[src/rtl/mem_port_arbiter_if.sv]
// Bus bundle between the arbiter and its surroundings: the IF fetch port,
// the MEM load/store port, the single-port RAM and the VGA pixel write port.
// The slave modport is the arbiter's view. The master modport is the view of
// everything around it: both requesters plus the RAM and VGA blocks.
interface mem_port_arbiter_if #(
  parameter int ADDR_W = 32,
  parameter int DATA_W = 32
);

  // Fetch port.
  logic              if_req;
  logic [ADDR_W-1:0] if_addr;
  logic              if_gnt;
  logic              if_rvalid;
  logic [DATA_W-1:0] if_rdata;

  // Load/store port.
  logic              d_req;
  logic              d_we;
  logic [ADDR_W-1:0] d_addr;
  logic [DATA_W-1:0] d_wdata;
  logic              d_gnt;
  logic              d_rvalid;
  logic [DATA_W-1:0] d_rdata;

  // Single-port RAM.
  logic              mem_en;
  logic              mem_we;
  logic [ADDR_W-1:0] mem_addr;
  logic [DATA_W-1:0] mem_wdata;
  logic [DATA_W-1:0] mem_rdata;

  // VGA pixel write port.
  logic              vga_we;
  logic [ADDR_W-1:0] vga_addr;
  logic [DATA_W-1:0] vga_wdata;

  modport slave (
    input  if_req, if_addr,
    output if_gnt, if_rvalid, if_rdata,
    input  d_req, d_we, d_addr, d_wdata,
    output d_gnt, d_rvalid, d_rdata,
    output mem_en, mem_we, mem_addr, mem_wdata,
    input  mem_rdata,
    output vga_we, vga_addr, vga_wdata
  );

  modport master (
    output if_req, if_addr,
    input  if_gnt, if_rvalid, if_rdata,
    output d_req, d_we, d_addr, d_wdata,
    input  d_gnt, d_rvalid, d_rdata,
    input  mem_en, mem_we, mem_addr, mem_wdata,
    output mem_rdata,
    input  vga_we, vga_addr, vga_wdata
  );

endinterface

[src/rtl/mem_port_arbiter.sv]
// Shares one single-port instruction/data RAM between the fetch port and the
// load/store port. It also steers data accesses whose address bits [29:28]
// equal 2'b01 to the VGA pixel write port.
//
// Arbitration:
//   - The RAM takes one access per cycle, and grants go out combinationally
//     in the request cycle.
//   - Data normally wins, because it belongs to the older instruction.
//   - A fetch that has been refused STARVE_LIMIT cycles in a row wins the next
//     RAM conflict.
//   - VGA traffic never uses the RAM slot, so a VGA access and a fetch can be
//     granted in the same cycle.
//
// Read returns:
//   - Every granted read pushes a return tag into an RD_LATENCY-deep shift
//     register.
//   - The tag at the tail marks which port the returning RAM data belongs to.
//   - A VGA load carries a zero-data flag and returns 0 instead of RAM data.
//   - A fetch and a VGA load granted together return in the same cycle. For
//     that reason one tag slot holds a fetch lane and a data lane.
module mem_port_arbiter #(
  parameter int ADDR_W       = 32,
  parameter int DATA_W       = 32,
  parameter int RD_LATENCY   = 1,   // 1..4
  parameter int STARVE_LIMIT = 4    // 1..15
) (
  input  logic                clk,
  input  logic                rst,
  mem_port_arbiter_if.slave   bus
);

  // Owner of the RAM slot in the current cycle.
  typedef enum logic [1:0] {
    WIN_NONE,
    WIN_FETCH,
    WIN_DATA
  } ram_win_e;

  // One pipeline slot: a fetch lane and a data lane. d_zero marks a VGA load,
  // which returns 0 instead of RAM data.
  typedef struct packed {
    logic if_valid;
    logic d_valid;
    logic d_zero;
  } ret_tag_t;

  localparam logic [1:0] VGA_REGION = 2'b01;
  localparam logic [3:0] STARVE_MAX = 4'(STARVE_LIMIT);

  // Region decode and request split.
  logic d_is_vga;
  logic d_vga_req;
  logic d_ram_req;

  // Arbitration state and results.
  logic [3:0] starve_cnt;
  logic       starve_full;
  ram_win_e   ram_win;
  logic       if_gnt;
  logic       d_gnt;

  // Return-tag pipeline.
  ret_tag_t tag_in;
  ret_tag_t tag_tail;
  ret_tag_t tag_pipe [RD_LATENCY];

  // RAM address taken from the winning port.
  logic [ADDR_W-1:0] ram_addr;

  assign d_is_vga    = (bus.d_addr[29:28] == VGA_REGION);
  assign d_vga_req   = bus.d_req && d_is_vga;
  assign d_ram_req   = bus.d_req && !d_is_vga;
  assign starve_full = (starve_cnt == STARVE_MAX);

  // Pick the owner of this cycle's RAM slot. Nothing is granted during reset.
  // NOTE: every variable written in an always_comb gets a default first, so
  // no path leaves it unassigned and no latch is inferred.
  always_comb begin
    ram_win = WIN_NONE;
    if (!rst) begin
      if (d_ram_req && bus.if_req) begin
        ram_win = starve_full ? WIN_FETCH : WIN_DATA;
      end else if (d_ram_req) begin
        ram_win = WIN_DATA;
      end else if (bus.if_req) begin
        ram_win = WIN_FETCH;
      end
    end
  end

  // Grant the ports. A VGA access is accepted at once because it needs no RAM slot.
  always_comb begin
    if_gnt = (ram_win == WIN_FETCH);
    d_gnt  = (ram_win == WIN_DATA) || (!rst && d_vga_req);
  end

  // Drive the RAM and VGA strobes. Every output is held at 0 during reset.
  always_comb begin
    ram_addr = '0;
    if (ram_win == WIN_DATA) begin
      ram_addr = bus.d_addr;
    end else if (ram_win == WIN_FETCH) begin
      ram_addr = bus.if_addr;
    end

    bus.if_gnt    = if_gnt;
    bus.d_gnt     = d_gnt;
    bus.mem_en    = (ram_win != WIN_NONE);
    bus.mem_we    = (ram_win == WIN_DATA) && bus.d_we;
    bus.mem_addr  = ram_addr;
    bus.mem_wdata = rst ? '0 : bus.d_wdata;
    bus.vga_we    = !rst && d_vga_req && bus.d_we;
    bus.vga_addr  = rst ? '0 : bus.d_addr;
    bus.vga_wdata = rst ? '0 : bus.d_wdata;
  end

  // Count consecutive refused fetch cycles, saturating at STARVE_LIMIT.
  // NOTE: sequential state is written with <= so every flop samples values
  // from before the edge, no matter what order the statements come in.
  always_ff @(posedge clk) begin
    if (rst) begin
      starve_cnt <= '0;
    end else if (bus.if_req && !if_gnt) begin
      if (!starve_full) begin
        starve_cnt <= starve_cnt + 4'd1;
      end
    end else begin
      starve_cnt <= '0;
    end
  end

  // Build the tag for reads granted this cycle. Stores push nothing.
  always_comb begin
    tag_in          = '0;
    tag_in.if_valid = if_gnt;
    tag_in.d_valid  = d_gnt && !bus.d_we;
    tag_in.d_zero   = d_gnt && !bus.d_we && d_is_vga;
  end

  // Shift the tags toward the tail.
  // NOTE: this is a small flop array rather than a RAM, so it is reset.
  // Reset drops the tags of reads issued before it, and they never return.
  always_ff @(posedge clk) begin
    if (rst) begin
      for (int i = 0; i < RD_LATENCY; i++) begin
        tag_pipe[i] <= '0;
      end
    end else begin
      tag_pipe[0] <= tag_in;
      for (int i = 1; i < RD_LATENCY; i++) begin
        tag_pipe[i] <= tag_pipe[i-1];
      end
    end
  end

  assign tag_tail = tag_pipe[RD_LATENCY-1];

  // Send the returning data to its owner. Data reads as 0 whenever valid is low.
  always_comb begin
    bus.if_rvalid = !rst && tag_tail.if_valid;
    bus.d_rvalid  = !rst && tag_tail.d_valid;
    bus.if_rdata  = bus.if_rvalid ? bus.mem_rdata : '0;
    bus.d_rdata   = (bus.d_rvalid && !tag_tail.d_zero) ? bus.mem_rdata : '0;
  end

endmodule

[src/flat_wrapper.sv]
// flat-port wrapper written by rule: the top's interface ports become plain ports
module mem_port_arbiter_flat 
#(
  parameter int ADDR_W       = 32,
  parameter int DATA_W       = 32,
  parameter int RD_LATENCY   = 1,          
  parameter int STARVE_LIMIT = 4            
)
  (clk, rst, bus_if_req, bus_if_addr, bus_if_gnt, bus_if_rvalid, bus_if_rdata, bus_d_req, bus_d_we, bus_d_addr, bus_d_wdata, bus_d_gnt, bus_d_rvalid, bus_d_rdata, bus_mem_en, bus_mem_we, bus_mem_addr, bus_mem_wdata, bus_mem_rdata, bus_vga_we, bus_vga_addr, bus_vga_wdata);
  mem_port_arbiter_if #(.ADDR_W(ADDR_W), .DATA_W(DATA_W)) bus_i ();
  input  logic clk;
  input  logic rst;
  input wire logic [$bits(bus_i.if_req)-1:0] bus_if_req;
  input wire logic [$bits(bus_i.if_addr)-1:0] bus_if_addr;
  output wire logic [$bits(bus_i.if_gnt)-1:0] bus_if_gnt;
  output wire logic [$bits(bus_i.if_rvalid)-1:0] bus_if_rvalid;
  output wire logic [$bits(bus_i.if_rdata)-1:0] bus_if_rdata;
  input wire logic [$bits(bus_i.d_req)-1:0] bus_d_req;
  input wire logic [$bits(bus_i.d_we)-1:0] bus_d_we;
  input wire logic [$bits(bus_i.d_addr)-1:0] bus_d_addr;
  input wire logic [$bits(bus_i.d_wdata)-1:0] bus_d_wdata;
  output wire logic [$bits(bus_i.d_gnt)-1:0] bus_d_gnt;
  output wire logic [$bits(bus_i.d_rvalid)-1:0] bus_d_rvalid;
  output wire logic [$bits(bus_i.d_rdata)-1:0] bus_d_rdata;
  output wire logic [$bits(bus_i.mem_en)-1:0] bus_mem_en;
  output wire logic [$bits(bus_i.mem_we)-1:0] bus_mem_we;
  output wire logic [$bits(bus_i.mem_addr)-1:0] bus_mem_addr;
  output wire logic [$bits(bus_i.mem_wdata)-1:0] bus_mem_wdata;
  input wire logic [$bits(bus_i.mem_rdata)-1:0] bus_mem_rdata;
  output wire logic [$bits(bus_i.vga_we)-1:0] bus_vga_we;
  output wire logic [$bits(bus_i.vga_addr)-1:0] bus_vga_addr;
  output wire logic [$bits(bus_i.vga_wdata)-1:0] bus_vga_wdata;
  assign bus_i.if_req = bus_if_req;
  assign bus_i.if_addr = bus_if_addr;
  assign bus_if_gnt = bus_i.if_gnt;
  assign bus_if_rvalid = bus_i.if_rvalid;
  assign bus_if_rdata = bus_i.if_rdata;
  assign bus_i.d_req = bus_d_req;
  assign bus_i.d_we = bus_d_we;
  assign bus_i.d_addr = bus_d_addr;
  assign bus_i.d_wdata = bus_d_wdata;
  assign bus_d_gnt = bus_i.d_gnt;
  assign bus_d_rvalid = bus_i.d_rvalid;
  assign bus_d_rdata = bus_i.d_rdata;
  assign bus_mem_en = bus_i.mem_en;
  assign bus_mem_we = bus_i.mem_we;
  assign bus_mem_addr = bus_i.mem_addr;
  assign bus_mem_wdata = bus_i.mem_wdata;
  assign bus_i.mem_rdata = bus_mem_rdata;
  assign bus_vga_we = bus_i.vga_we;
  assign bus_vga_addr = bus_i.vga_addr;
  assign bus_vga_wdata = bus_i.vga_wdata;
  mem_port_arbiter #(.ADDR_W(ADDR_W), .DATA_W(DATA_W), .RD_LATENCY(RD_LATENCY), .STARVE_LIMIT(STARVE_LIMIT)) u_core (.clk(clk), .rst(rst), .bus(bus_i));
endmodule
[config.mk]
export PLATFORM = sky130hd
export DESIGN_NAME = mem_port_arbiter_flat
export DESIGN_NICKNAME = d
export VERILOG_FILES = /design/src/rtl/mem_port_arbiter_if.sv /design/src/rtl/mem_port_arbiter.sv /design/src/flat_wrapper.sv
export SDC_FILE = /design/constraint.sdc
export NUM_CORES = 1
export LEC_CHECK = 0
export CAP_MARGIN = 10
export CORE_AREA = 3 3 130 132
export DETAILED_ROUTE_END_ITERATION = 16
export DIE_AREA = 0 0 133 135
export HOLD_SLACK_MARGIN = 0.12
export PLACE_DENSITY = 0.51
export SLEW_MARGIN = 20
export SYNTH_ARGS = -nofsm -noshare
export SYNTH_HDL_FRONTEND = slang
export SYNTH_SLANG_ARGS = --single-unit
[constraint.sdc]
create_clock -name clk -period 4.15 [get_ports clk]
set_input_delay 0.6225 -clock clk [delete_from_list [all_inputs] [get_ports clk]]
set_output_delay 0.6225 -clock clk [all_outputs]
set_load 0.02 [all_outputs]
## After elaboration in Yosys (flattened, before gate mapping)

Memory sizes are Yosys's and may differ from the RTL's.
Cells that the tools add are included.

| cells by class | value |
|---|---|
| $add $sub $neg | 1 |
| eq/ne operators | 4 |
| muxes and demuxes | 16 |
| bitwise logic cells | 1 |
| reductions and logical operators | 21 |

Operators by type and width:

| kind | count |
|---|---|
| $mux W32 | 6 |
| $logic_and A1 B1 Y1 | 12 |
| $mux W2 | 4 |
| $logic_not A1 Y1 | 5 |
| $mux W1 | 5 |
| $add A4 B1 Y4 const B | 1 |
| $eq A2 B1 Y1 const B | 2 |
| $eq A4 B3 Y1 const B | 1 |
| $mux W3 | 1 |
| $reduce_or A3 Y1 | 1 |
| $eq A2 B2 Y1 const B | 1 |
| $reduce_bool A2 Y1 | 1 |
| $reduce_or A2 Y1 | 1 |
| $logic_or A1 B1 Y1 | 1 |
| $not A1 Y1 | 1 |

| storage, ports and cells | value |
|---|---|
| bits in registers | 4 |
| bits in writable memories | 3 |
| output and inout bits | 199 |
| memories kept | 1 |

Memories:

| name | depth | bits a word | rd ports | clocked after memory_dff | write ports | line | source |
|---|---|---|---|---|---|---|---|
| u_core.tag_pipe | 1 | 3 | 1 | 0 | 1 | mem_port_arbiter.sv:65 | `ret_tag_t tag_pipe [RD_LATENCY];` |

## Logic depth before layout (Yosys ltp)

| logic depth | value |
|---|---|
| depth after elaboration | 11 |
| depth in mapped cells | 6 |
| mapped depth without buffers | 5 |

## Worst setup path after synthesis

OpenSTA, ideal clock, no wires.

| path | value |
|---|---|
| path kind | input port to output port |
| from | input port rst |
| to | output port bus_d_rdata[10] |
| arrival time | 1.702 ns |
| setup slack | 1.825 ns |
| stages | 4 |
| cells stage by stage | nor2b_1 -> nor2b_1 -> clkbuf_1 -> and2_1 |

| between the ends | value |
|---|---|
| longest elaborated chain between the ends | 4 |

Ends and longest elaborated chain:

| element | line | source |
|---|---|---|
| start: declaration | flat_wrapper.sv:12 | `input logic rst;` |
| $logic_not A1 Y1 | - |  |
| $logic_and A1 B1 Y1 | mem_port_arbiter.sv:161 | `bus.d_rvalid = !rst && tag_tail.d_valid;` |
| $logic_and A1 B1 Y1 | mem_port_arbiter.sv:163 | `bus.d_rdata = (bus.d_rvalid && !tag_tail.d_zero) ? bus.mem_rdata : '0;` |
| $mux W32 | mem_port_arbiter.sv:163 |  |
| end: declaration | flat_wrapper.sv:24 | `output wire logic [$bits(bus_i.d_rdata)-1:0] bus_d_rdata;` |

Every way passes these cells.

## Worst setup path after layout

| path | value |
|---|---|
| from | input port bus_d_req |
| to | output port bus_mem_addr[17] |

| between the ends | value |
|---|---|
| longest elaborated chain between the ends | 7 |
| elaborated cells between the ends (all ways) | 9 |

Ends and longest elaborated chain:

| element | line | source |
|---|---|---|
| start: declaration | flat_wrapper.sv:18 | `input wire logic [$bits(bus_i.d_req)-1:0] bus_d_req;` |
| $logic_and A1 B1 Y1 (*) | mem_port_arbiter.sv:72 | `assign d_ram_req = bus.d_req && !d_is_vga;` |
| $mux W2 / $logic_and A1 B1 Y1 (equally long branches) | mem_port_arbiter.sv:83, mem_port_arbiter.sv:81 |  |
| $mux W2 (*) | mem_port_arbiter.sv:81 | `if (d_ram_req && bus.if_req) begin` |
| $mux W2 (*) | mem_port_arbiter.sv:80 | `if (!rst) begin` |
| $eq A2 B1 Y1 | mem_port_arbiter.sv:102 | `end else if (ram_win == WIN_FETCH) begin` |
| $mux W32 | mem_port_arbiter.sv:102 |  |
| $mux W32 (*) | mem_port_arbiter.sv:100 | `if (ram_win == WIN_DATA) begin` |
| end: declaration | flat_wrapper.sv:27 | `output wire logic [$bits(bus_i.mem_addr)-1:0] bus_mem_addr;` |

Every way passes the cells marked *; elsewhere a longest branch is shown, timed or not.

==> impl_metrics.env <==
export IMPL_status="finished, final reports clean"
export IMPL_fmax_mhz=292
export IMPL_grt_pass1_vias=2787
export IMPL_syn_to_final_growth_pct=187
export IMPL_start_util_pct=11.3
export IMPL_cts_hold_buf=0
export IMPL_cts_htree_levels=1
export IMPL_power_density_nw_per_um2=142
export IMPL_pwr_share_seq_pct=9.5
export IMPL_p_clk_share_pct=21.8
export IMPL_cts_setup_buffers=0
export IMPL_end_kind="output pin"
export IMPL_timing_final_crit_share_pct=82.6
export IMPL_synth_seq_cells=7
export IMPL_wl_per_cell_um=15.0
export IMPL_cp_common_cell="clkdlybuf4s50_1"
export IMPL_yosys_warnings=0
export IMPL_combinationalPowerShare_pct=68.7
export IMPL_ios=332
export IMPL_drc=0
export IMPL_tns_ps=0
export IMPL_fin_skew_ps=1.13
export IMPL_clockBufferDepth=2
export IMPL_max_stage_delay_ps=630
export IMPL_maxCapViolCount=0
export IMPL_timing_critical_path_fanout_max=33
export IMPL_dieArea_um2=18000
export IMPL_vias=2793
export IMPL_p_int_mw=0.481
export IMPL_die_width_um=133
export IMPL_grt_setup_unrepaired="no"
export IMPL_yosysSeqAreaShare_pct=7.80
export IMPL_hold_class="reg -> reg"
export IMPL_dp_cells=751
export IMPL_grt_max_degree=36
export IMPL_worst_pin_slew_ps=364
export IMPL_clock_latency_ps=230
export IMPL_ctsResizeCount=0
export IMPL_crit_buf_inv=3
export IMPL_drv_slew=0
export IMPL_p_sw_mw=0.254
export IMPL_synth_cell_type_count=26
export IMPL_drt_iter0_drc=42
export IMPL_n_antenna_cell=0
export IMPL_cp_required_ps=3530
export IMPL_synth_area_top_cells="nor2b_1 24%, and2_1 23%, a22o_1 16%, buf_4 13%, dfxtp_1 7.8%"
export IMPL_rows=46
export IMPL_crit_type="in -> out"
export IMPL_design_core_area_um2=15800
export IMPL_gp_congestion=0.829
export IMPL_relSlewSlack_pct=75.8
export IMPL_path_cells="clkdlybuf4s50_1 -> nand2b_2 -> a211oi_4 -> buf_4 -> a22o_1 -> clkdlybuf4s50_1"
export IMPL_layoutNonFillerInstCount=755
export IMPL_start_kind="input pin"
export IMPL_synthCells=249
export IMPL_layout_drive_gt1_share_pct=2.60
export IMPL_grt_usage_pct=11.2
export IMPL_clockRootBuffer="clkbuf_16"
export IMPL_nets=675
export IMPL_final_cell_mix="330 x clkdlybuf4s50_1, 69 x nor2b_1, 65 x and2_1, 32 x a22o_1, 7 x dfxtp_1"
export IMPL_finalCriticalPeriod_ps=3430
export IMPL_synth_nets=384
export IMPL_wl_um=11300
export IMPL_grt_antenna_before_repair=0
export IMPL_clkSinkCount=7
export IMPL_grt_pass1_wl_um=16000
export IMPL_vdd_drop_max_mv=0.0715
export IMPL_finalSetupViolCount=0
export IMPL_syn_cell_area_um2=1800
export IMPL_final_antenna_net_count=0
export IMPL_drtPass1Iterations=4
export IMPL_hpwl_um=9930
export IMPL_port_buffers=331
export IMPL_swShare_pct=34.5
export IMPL_fin_util_pct=32.6
export IMPL_die_y_um=135
export IMPL_cp_data_arrival_time_ps=2800
export IMPL_yosysTopAreaCellShare_pct=24.0
export IMPL_cts_buffers_inserted=3
export IMPL_viasPerCell=3.70
export IMPL_gr_total_overflow=0
export IMPL_path_delay_family="buffers and inverters"
export IMPL_cts_tree="yes"
export IMPL_slowest_stage="clkdlybuf4s50_1"
export IMPL_path_clk_slew_ps=30
export IMPL_final_common_cell="clkdlybuf4s50_1"
export IMPL_yosysTopAreaCell="nor2b_1"
export IMPL_avgSynthCellArea_um2=7.21
export IMPL_hold_viol=0
export IMPL_leakagePower_nw=1.87
[per-stage QoR]
stage	hold slack, ps	area (um2)	power (mW)	worst slack (ps)
2_1_floorplan	454	1800	0.288	1830
3_3_place_gp	479	5080	0.581	755
3_5_place_dp	493	5080	0.580	740
4_1_cts	497	5160	0.746	728
5_1_grt	549	5160	0.771	616
6_report	499	5160	0.735	724
[flip-flops by register name (all words and copies together), names as in the netlist]
signal	flops
u_core.starve_cnt	4
u_core.tag_pipe	3
[path summary, 6_finish.rpt]
path                                            from                    end  slack, ps  depth (start not counted)
worst max-delay path                       bus_d_req       bus_mem_addr[17]        720                          6
worst min-delay path            u_core.starve_cnt[0]   u_core.starve_cnt[0]        500                          1
worst max register to register  u_core.starve_cnt[0]  u_core.tag_pipe[0][1]       2860                          5
worst min register to register  u_core.starve_cnt[0]   u_core.starve_cnt[0]        500                          1
[cells by family after synthesis]
group	Yosys count	share of synthesized area [%]
AOI/OAI and AO/OA	37	18.4
xor gates and xnor gates	2	0.976
adders and majority gates	2	1.39
buffers and inverters	53	19.2
DFF	7	7.80
and+or+nand+nor	148	52.2
[worst reg2reg max path, stage by stage, from the launching register on]
cell     delay [ps]
dfxtp_1         370
inv_1            60
ha_1            210
and3b_4         200
a31oi_1         220
nor2b_1         160
[cells in the mapped netlist]
library cell and instances:
ha_1 2, and4b_1 1, nor4bb_1 1, buf_2 3, nand2b_2 1, o21ai_0 1
dfxtp_1 7, a22o_1 32, nor2b_1 69, nand3b_1 1, nand2b_1 2, nand2_1 1
xor2_1 1, nand3_1 2, a31oi_2 1, inv_1 2, and3b_4 1, clkbuf_1 13
and2_1 65, nor3_1 3, a211oi_4 1, buf_4 32, a31oi_1 2, buf_6 3
nor4b_1 1, xnor2_1 1
[area by class of cell]
cell class	count	area, um2
timing repair buffer	337	3350
sequential	7	140
tap	216	270
fill	1631	10700
inverter	2	7.51
multi-input combinational	189	1310
clock buffer	4	78.8
[power groups by stage]
| stage | registers (mW) | logic [mW] | clock network (mW) |
|---|---|---|---|
| floorplan | 0.0706 | 0.217 | 0 |
| global placement | 0.0708 | 0.510 | 0 |
| detailed placement | 0.0709 | 0.509 | 0 |
| CTS | 0.0698 | 0.512 | 0.165 |
| global route | 0.0700 | 0.532 | 0.169 |
| finish | 0.0698 | 0.505 | 0.160 |
[layer usage]
| layer | wire, um | global-route usage [%] | up-vias |
|---|---|---|---|
| li1 | - | - | 1367 |
| met1 | 3860 | 10.9 | 1214 |
| met2 | 6080 | 22.5 | 204 |
| met3 | 1260 | 3.87 | 8 |
| met4 | 138 | 2.60 | 0 |
| met5 | 0 | 0 | - |
Note: power is estimated with default switching activity, not from simulation.
